`src/rtl/uart_tx_ctrl.sv`:
```
// Transmit-side sequencer for the UART TX path: walks the output mux through
// start, LSB-first data, optional parity and stop bit periods, each CLKS_PER_BIT long.
module uart_tx_ctrl #(
  parameter int unsigned CLKS_PER_BIT = 16,
  parameter int unsigned DATA_W       = 8,
  parameter int unsigned STOP_BITS    = 1
) (
  input  logic              clk,
  input  logic              rst_n,
  input  logic              tx_start,
  input  logic [DATA_W-1:0] tx_data,
  input  logic              parity_en,
  input  logic              parity_odd,
  output logic [1:0]        select,
  output logic              data_bit,
  output logic              parity_bit,
  output logic              tx_busy,
  output logic              tx_done
);

  localparam int unsigned BW = $clog2(CLKS_PER_BIT);
  localparam int unsigned CW = $clog2(DATA_W + 1);
  localparam logic [BW-1:0] BAUD_LAST = BW'(CLKS_PER_BIT - 1);
  localparam logic [CW-1:0] BIT_LAST  = CW'(DATA_W - 1);
  localparam logic [CW-1:0] STOP_LAST = CW'(STOP_BITS - 1);

  typedef enum logic [2:0] {
    IDLE,
    START,
    DATA,
    PARITY,
    STOP
  } state_t;

  state_t            state, state_n;
  logic [BW-1:0]     baud, baud_n;
  logic [CW-1:0]     bitc, bitc_n;
  logic [DATA_W-1:0] shreg, shreg_n;
  logic              par_en, par_en_n;
  logic              parity_n, busy_n, done_n, data_bit_n;
  logic [1:0]        select_n;
  logic              baud_end;

  assign baud_end = (baud == BAUD_LAST);

  always_ff @(posedge clk) begin
    if (!rst_n) begin
      state      <= IDLE;
      baud       <= '0;
      bitc       <= '0;
      shreg      <= '0;
      par_en     <= 1'b0;
      select     <= 2'd3;
      data_bit   <= 1'b0;
      parity_bit <= 1'b0;
      tx_busy    <= 1'b0;
      tx_done    <= 1'b0;
    end else begin
      state      <= state_n;
      baud       <= baud_n;
      bitc       <= bitc_n;
      shreg      <= shreg_n;
      par_en     <= par_en_n;
      select     <= select_n;
      data_bit   <= data_bit_n;
      parity_bit <= parity_n;
      tx_busy    <= busy_n;
      tx_done    <= done_n;
    end
  end

  always_comb begin
    state_n  = state;
    baud_n   = baud;
    bitc_n   = bitc;
    shreg_n  = shreg;
    par_en_n = par_en;
    parity_n = parity_bit;
    busy_n   = tx_busy;
    done_n   = 1'b0;

    unique case (state)
      IDLE: begin
        busy_n = 1'b0;
        if (tx_start) begin
          shreg_n  = tx_data;
          par_en_n = parity_en;
          parity_n = ^tx_data ^ parity_odd;
          busy_n   = 1'b1;
          baud_n   = '0;
          bitc_n   = '0;
          state_n  = START;
        end
      end
      START: begin
        if (baud_end) begin
          baud_n  = '0;
          state_n = DATA;
        end else begin
          baud_n = baud + 1'b1;
        end
      end
      DATA: begin
        if (baud_end) begin
          baud_n  = '0;
          shreg_n = shreg >> 1;
          if (bitc == BIT_LAST) begin
            bitc_n  = '0;
            state_n = par_en ? PARITY : STOP;
          end else begin
            bitc_n = bitc + 1'b1;
          end
        end else begin
          baud_n = baud + 1'b1;
        end
      end
      PARITY: begin
        if (baud_end) begin
          baud_n  = '0;
          state_n = STOP;
        end else begin
          baud_n = baud + 1'b1;
        end
      end
      STOP: begin
        // Bit counter is reused to count stop bit periods.
        if (baud_end) begin
          baud_n = '0;
          if (bitc == STOP_LAST) begin
            bitc_n  = '0;
            busy_n  = 1'b0;
            done_n  = 1'b1;
            state_n = IDLE;
          end else begin
            bitc_n = bitc + 1'b1;
          end
        end else begin
          baud_n = baud + 1'b1;
        end
      end
      default: state_n = IDLE;
    endcase
  end

  always_comb begin
    select_n   = 2'd3;
    data_bit_n = shreg_n[0];
    unique case (state_n)
      START:   select_n = 2'd0;
      DATA:    select_n = 2'd1;
      PARITY:  select_n = 2'd2;
      default: select_n = 2'd3;
    endcase
  end

endmodule
```
`config.mk`:
```
export PLATFORM = sky130hd
export DESIGN_NAME = uart_tx_ctrl
export DESIGN_NICKNAME = d
export VERILOG_FILES = /design/src/rtl/uart_tx_ctrl.sv
export SDC_FILE = /design/constraint.sdc
export NUM_CORES = 1
export LEC_CHECK = 0
export BUFFER_PORTS_ARGS = -buffer_cell sky130_fd_sc_hd__buf_4
export CAP_MARGIN = 20
export CORE_UTILIZATION = 60
export CTS_CLUSTER_SIZE = 16
export DETAILED_ROUTE_END_ITERATION = 7
export HOLD_SLACK_MARGIN = 0.12
export PLACE_DENSITY = 0.83
export SLEW_MARGIN = 20
export SYNTH_ARGS = -nofsm -noshare
export SYNTH_HDL_FRONTEND = slang
export SYNTH_SLANG_ARGS = --single-unit
```
`constraint.sdc`:
```
create_clock -name clk -period 2.9 [get_ports clk]
set_input_delay 0.29 -clock clk [delete_from_list [all_inputs] [get_ports clk]]
set_output_delay 0.29 -clock clk [all_outputs]
set_load 0.02 [all_outputs]
```
---- Yosys cells after proc, flatten, opt, wreduce, memory -nomap -nowiden ----
Index checks and enable logic that the tools add are counted.
storage, ports and cells
  register bits ........................... 25
  input bits .............................. 13
  output and inout bits ................... 6
  word-level logic and storage cells ...... 66
operators by class
  add/sub/neg operators ................... 2
  equal/unequal tests ..................... 13
  multiplexer cells ....................... 26
  bitwise operators ....................... 1
  reduce and logical (&&, ||, !) cells .... 14
operators by type and width
  kind                                                             count
  3-bit two-way mux                                                8
  4-bit two-way mux                                                6
  8-bit two-way mux                                                2
  8-bit one-hot mux with 2 select lines                            1
  3-bit one-hot mux with 5 select lines                            1
  3-bit by 2-bit == test with 1-bit output, second input constant  4
  4-bit one-hot mux with 3 select lines                            1
  3-bit AND reduction                                              3
  4-bit by 1-bit adder with 4-bit output, second input constant    2
  2-bit inequality test, second input constant                     4
  4-bit one-hot mux with 2 select lines                            1
  8-bit XOR reduction                                              1
  3-bit by 1-bit == test with 1-bit output, second input constant  2
  2-bit one-hot mux with 3 select lines                            1
  2-bit nonzero test                                               3
  4-bit by 3-bit == test with 1-bit output, second input constant  1
  4-bit == test, second input constant                             1
  4-bit logical NOT                                                1
  1-bit two-way mux                                                4
  2-bit AND reduction                                              2
  4-bit AND reduction                                              1
  4-bit OR reduction                                               1
  3-bit == test, second input constant                             1
  3-bit logical NOT                                                1
  3 further kinds                                                  3

---- Logic depth before layout (Yosys ltp) ----
Gate-level depths: netlist (run 1).
  depth in word-level cells ............... 6
  depth in mapped cells ................... 8
  mapped depth without buffers ............ 7

---- Worst setup path after synthesis (run 1) ----
Ideal clock, no wire load.
  kind .................................... reg2reg
  start ................................... reg baud[0]
  end ..................................... reg shreg[0]
  setup time .............................. 0.088 ns
  arrival time ............................ 1.683 ns
  data required time ...................... 2.812 ns
  path slack .............................. 1.129 ns
  cell stages (with the launch flop) ...... 9
  buffers on the path ..................... 2
  clock period less this slack ............ 1.771 ns
  cell sequence ........................... dfxtp_1 ha_1 and3_1 buf_6 nand2_4 a211oi_4 buf_6 nor2_1 a311oi_2
between the ends
  word-level cells in the longest chain between the ends .. 3
ends and longest elaborated chain
  element                                 line  source
  start, declared                         36    logic [BW-1:0] baud, baud_n;
  start signal, assigned                  60    baud <= baud_n;
  4-bit == test                           44    assign baud_end = (baud == BAUD_LAST);
  2-bit inequality test (no source line)  -
  3-bit AND reduction (no source line)    -
  end signal, assigned                    62    shreg <= shreg_n;
  end, declared                           38    logic [DATA_W-1:0] shreg, shreg_n;
No other way between the ends.
A chain may end at the register's enable or synchronous reset.

---- Final worst setup path (run 1) ----
Ends and elaborated chain as after synthesis.

==> results.toml, run 1 <==
[routing]
first_iter_violations = 18
ant_nets = 0
firstDrtPassIters = 4
vias = 1210
routed_wl_um = 2830
via_per_inst = 5.99
drc = 0
wl_per_cell_um = 14.0

[clock_network]
numClockSinks = 25
cts_made_buffers = 3
postCtsSetupRepairBufs = 0
cts_tree = "built"
htreeDepth = 1
path_clk_slew_ns = 0.13
clk_latency_ns = 0.31
clockBufferDepth = 2
cts_resized = 0
clockRootBuffer = "clkbuf_4"
holdBufCountCts = 0

[synth]
syn_area_per_cell_um2 = 8.35
ys_warn_count = 0
ys_seq_area_frac = 0.370
synth_area_um2 = 1350
syn_nets = 178
ys_ff_latch = 25
synth_cell_types = 41
syn_inst = 162

[floorplan]
dieHeight_um = 49.5
coreArea_um2 = 2040
top_level_ports = 19
initial_core_util = 0.662
die_w_um = 49.5
rows = 16
dieArea_um2 = 2450

[timing]
setup-violations-final = 0
fmax_ghz = 0.446
min_period_ns = 2.24
tightestPinTransition_ns = 0.721
rsz0062_at_grt = "no"
hold_viol_final = 0
fin_ws_ns = 0.657
skew_ns = 0.00415
max_slew_margin = 0.519
post-route-period-util = 0.773
fin_setup_tns_ns = 0
slew_violations = 0

[critical_path]
path_class = "register to register"
crit_chain = "ha_1, and3_1, nand2_4, a211oi_4, nor2_1, a311oi_2"
start_kind = "register"
crit_arrival_ns = 2.47
critPathCaptureType = "register"
cp_max_fo = 15
crit_slowest_cell = "a211oi_4"
slowest_delay_ns = 0.62
crit_required_ns = 3.13

[power_and_ir_drop]
power.density_nw_per_um2 = 427
p_leak_nw = 0.562
intPower_mw = 0.468
ir_drop_mv = 0.283
netSwitchingPower_mw = 0.171
sequentialPowerShare = 0.592
pwr-share-comb = 0.172
swShare = 0.267
p_clk_frac = 0.236

[finish]
finalNetCount = 192
final_common_cell = "dfxtp_1"
area_delta_synth_final_pct = 10.7
drive_gt1_frac = 0.160
antenna_cells = 0
final_cell_mix = "dfxtp_1, nor2_1, buf_4"

[outcome]
status = "completed"

[global_routing]
antenna_found_initial = 0
gr-total-overflow = 0
grt_util_all_layers = 0.253
grt_pass1_vias = 1119
grt_max_degree = 23
grt_pass1_wl_um = 4830

[placement]
hpwl_um = 2050
place.gp.congestion = 0.817
preCtsSetupSlack_ns = 0.697
io_buffers = 18

[job]
maxCapViolations = 0

[worst_hold_path]
hold_class = "primary input to register"
worst max-delay path, delay by kind of cell, from the launching register on:
kind                       cells  cell delay (ns)
DFF                            1             0.41
and+or+nand+nor                3             0.58
adders and majority gates      1             0.25
AOI/OAI and AO/OA              2             0.91
flip-flops by register name (all words and copies together), names as in the netlist:
register,count
par_en,1
parity_bit,1
bitc,4
state,3
tx_done,1
select,2
baud,4
shreg,8
tx_busy,1
cell type report:
cell class / count / area, um2
multi-input combinational: 120 / 772
fill: 170 / 544
sequential: 25 / 500
timing repair buffer: 18 / 135
tap: 27 / 33.8
inverter: 8 / 30.0
clock buffer: 4 / 26.3
power groups by stage:
stage          clock [mW]  sequential [mW]  combinational, mW
3_3_place_gp            0            0.385              0.106
2_1_floorplan           0            0.387             0.0702
6_report            0.151            0.378              0.110
3_5_place_dp            0            0.386              0.111
5_1_grt             0.170            0.382              0.121
4_1_cts             0.155            0.378              0.111
cell families (layout without fill, tap and decap cells):
group | Yosys count | count (layout) | share of synthesized area
DFF | 25 | 25 | 0.370
AOI/OAI and AO/OA | 42 | 42 | 0.228
xor gates and xnor gates | 9 | 9 | 0.0583
muxes | 2 | 2 | 0.0157
buffers and inverters | 17 | 30 | 0.0592
adders and majority gates | 3 | 3 | 0.0278
and+or+nand+nor | 64 | 64 | 0.241
cell usage after synthesis:
| cell type | instances | area, um2 |
|---|---|---|
| dfxtp_1 | 25 | 500 |
| nor2_1 | 24 | 90.1 |
| o21ai_0 | 15 | 75.1 |
| nand2_1 | 10 | 37.5 |
| nand3_1 | 9 | 45.0 |
| xnor2_1 | 9 | 78.8 |
| inv_1 | 8 | 30.0 |
| a21oi_1 | 6 | 30.0 |
| clkbuf_1 | 6 | 22.5 |
| a311oi_1 | 5 | 43.8 |
| a22oi_1 | 3 | 22.5 |
| a311oi_2 | 3 | 45.0 |
| ha_1 | 3 | 37.5 |
| nor3_1 | 3 | 15.0 |
| a31oi_1 | 2 | 12.5 |
| and2_1 | 2 | 12.5 |
| buf_6 | 2 | 22.5 |
| nand2b_1 | 2 | 12.5 |
| nand3b_1 | 2 | 15.0 |
| o22a_1 | 2 | 17.5 |
| a211oi_4 | 1 | 20.0 |
| a221oi_1 | 1 | 8.76 |
| a2bb2oi_1 | 1 | 8.76 |
| and3_1 | 1 | 6.26 |
| and4b_1 | 1 | 10.0 |
| buf_2 | 1 | 5.00 |
| mux2_2 | 1 | 11.3 |
| mux2i_1 | 1 | 10.0 |
| nand2_4 | 1 | 11.3 |
| nand4_1 | 1 | 6.26 |
| nand4b_1 | 1 | 8.76 |
| nor2b_1 | 1 | 6.26 |
| nor3b_1 | 1 | 7.51 |
| nor4b_1 | 1 | 8.76 |
| nor4bb_1 | 1 | 10.0 |
| o211ai_1 | 1 | 7.51 |
| o21a_1 | 1 | 7.51 |
| o32a_1 | 1 | 10.0 |
| or3_1 | 1 | 6.26 |
| or3b_2 | 1 | 8.76 |
| or4_1 | 1 | 7.51 |
path summary, 6_finish.rpt:
check	startpoint	to	slack, ns	cells past startpoint
max	baud[0]	shreg[0]	0.66	6
min	parity_en	par_en	0.20	3
max reg2reg	baud[0]	shreg[0]	0.66	6
min reg2reg	parity_bit	parity_bit	0.48	2
stage by stage:
stage	util	hold WS (ns)	cells	total power, mW	cell area, um2
3_3_place_gp	0.721	0.443	198	0.491	1470
3_5_place_dp	0.721	0.468	198	0.496	1470
6_report	0.733	0.195	202	0.639	1500
2_1_floorplan	-	0.362	162	0.458	1350
4_1_cts	0.733	0.199	202	0.644	1500
5_1_grt	0.733	0.186	202	0.673	1500
metal layers:
layer / GRT usage / share of wire / up-vias / wire length [um]
li1: - / - / 605 / -
met2: 0.454 / 0.50 / 25 / 1410
met4: 0.0762 / 0.0074 / 0 / 21
met5: 0 / 0 / - / 0
met3: 0.0309 / 0.029 / 2 / 83
met1: 0.315 / 0.46 / 578 / 1310
Note: power is estimated with default switching activity, not from simulation.
==> run 2: changes to the inputs <==
- CORE_UTILIZATION: 60 -> 50
- PLACE_DENSITY: 0.83 -> 0.74
- clock period: 2.9 -> 2 ns (I/O delays scaled with it)
==> run 2 against run 1 <==
Compared with the run above:
- clock skew about the same
- hold slack worse by 0.020 ns
- die area up 19%
- sequential power up 44%
- fmax up 22%
- critical path type unchanged
- critical endpoint is now shreg[2]
==> results.toml, run 2 (same netlist as run 1, synthesis figures left out) <==
[power_and_ir_drop]
power.density_nw_per_um2 = 600
ir_drop_mv = 0.411
p_leak_nw = 0.601

[outcome]
status = "completed"

[timing]
tightestPinTransition_ns = 0.507
slew_violations = 0
min_period_ns = 1.83
max_slew_margin = 0.662
fmax_ghz = 0.545
setup-violations-final = 0
post-route-period-util = 0.917
skew_ns = 0.00449
hold_viol_final = 0

[clock_network]
htreeDepth = 1
clockRootBuffer = "clkbuf_4"
numClockSinks = 25
cts_tree = "built"
clk_latency_ns = 0.31
clockBufferDepth = 2
postCtsSetupRepairBufs = 0
cts_made_buffers = 3
path_clk_slew_ns = 0.13

[global_routing]
grt_util_all_layers = 0.227
antenna_found_initial = 0
grt_pass1_vias = 1070
grt_max_degree = 18
gr-total-overflow = 0
grt_pass1_wl_um = 4790

[finish]
reg_top3 = "shreg (8), baud (4), bitc (4)"
utilization = 0.625
finalNetCount = 199
antenna_cells = 0
fillCellCount = 226
largest_register_ff_count = 8
top_register = "shreg"
final_cell_mix = "nor2_1, dfxtp_1, buf_4"
area_delta_synth_final_pct = 16.5
drive_gt1_frac = 0.198
fin_cells = 212

[routing]
wl_per_cell_um = 13.7
routed_wl_um = 2900
drc = 0
first_iter_violations = 26
vias = 1218
ant_nets = 0
firstDrtPassIters = 4
via_per_inst = 5.75

[floorplan]
initial_core_util = 0.536
dieHeight_um = 54.0
coreArea_um2 = 2520
rows = 18
top_level_ports = 19
dieArea_um2 = 2920
die_w_um = 54.0

[worst_hold_path]
holdCritStartpoint = "tx_data[1]"
hold_class = "primary input to register"

[critical_path]
start_kind = "register"
path_class = "register to register"
r2r_start = "baud[1]"
startpoint = "baud[1]"
critPathCaptureType = "register"
crit_required_ns = 2.23
cp_max_fo = 15
crit_arrival_ns = 2.06
r2r_setup_slack_ns = 0.17

[placement]
hpwl_um = 2200
place.gp.congestion = 0.888
place_inst = 206
io_buffers = 18

[job]
maxCapViolations = 0
## run 2: cell count changes in the layout (fill, tap and decap cells not counted)
cell / previous run / this run
and3_1: 1 / 0
and3_2: 0 / 1
buf_12: 0 / 1
buf_4: 18 / 22
clkbuf_1: 1 / 0
clkinv_2: 0 / 1
dfxtp_1: 25 / 24
dfxtp_2: 0 / 1
dlygate4sd3_1: 0 / 2
## run 2: layout make-up
class	instances	area, um2	share of cell area
inverters	8	30.0	0.0191
repair buffers	25	205	0.130
clock buffers	3	22.5	0.0143
flip-flops and latches	25	502	0.319
multi-input cells	120	773	0.491
clock inverters	1	5.00	0.00318
well taps	30	37.5	0.0238
## run 2: routing by layer
layer | global-route usage | vias to the layer above | routed length [um]
met3 | 0.0424 | 2 | 126
met2 | 0.360 | 31 | 1390
met4 | 0.0684 | 0 | 19
met1 | 0.308 | 565 | 1370
li1 | - | 620 | -
met5 | 0 | - | 0
## run 2: power breakdown
group          internal (mW)  switching (mW)
registers              0.526          0.0204
clock network         0.0748           0.147
logic                 0.0875          0.0890
total                  0.688           0.257
## run 2: what timing repair did
item,CTS,global route
hold buffers,2,0
hold endpoints to repair,2,0
endpoints found under the setup margin,0,9
resized for setup,0,2
## run 2: path summary, 6_finish.rpt
kind / to / depth (start not counted)
max: shreg[2] / 7
min: shreg[1] / 3
max reg2reg: shreg[2] / 7
min reg2reg: tx_busy / 2
## run 2: critical path, stage by stage, from the launching register on
cell	delay [ns]
dfxtp_1	0.41
ha_1	0.24
and3_2	0.29
nand2_4	0.07
a211oi_4	0.28
buf_12	0.17
nor2_1	0.04
a311oi_1	0.24
## run 2: stage by stage
stage | setup TNS, ns | power, mW | hold slack (ns) | setup slack [ns] | area [um2]
after floorplan | 0 | 0.663 | 0.272 | 0.229 | 1350
after global placement | 0 | 0.725 | 0.433 | 0.184 | 1530
after detailed placement | 0 | 0.731 | 0.439 | 0.128 | 1530
after CTS | 0 | 0.957 | 0.166 | 0.0843 | 1570
after global routing | -0.00143 | 0.996 | 0.187 | -0.00143 | 1580
final | 0 | 0.944 | 0.176 | 0.165 | 1580
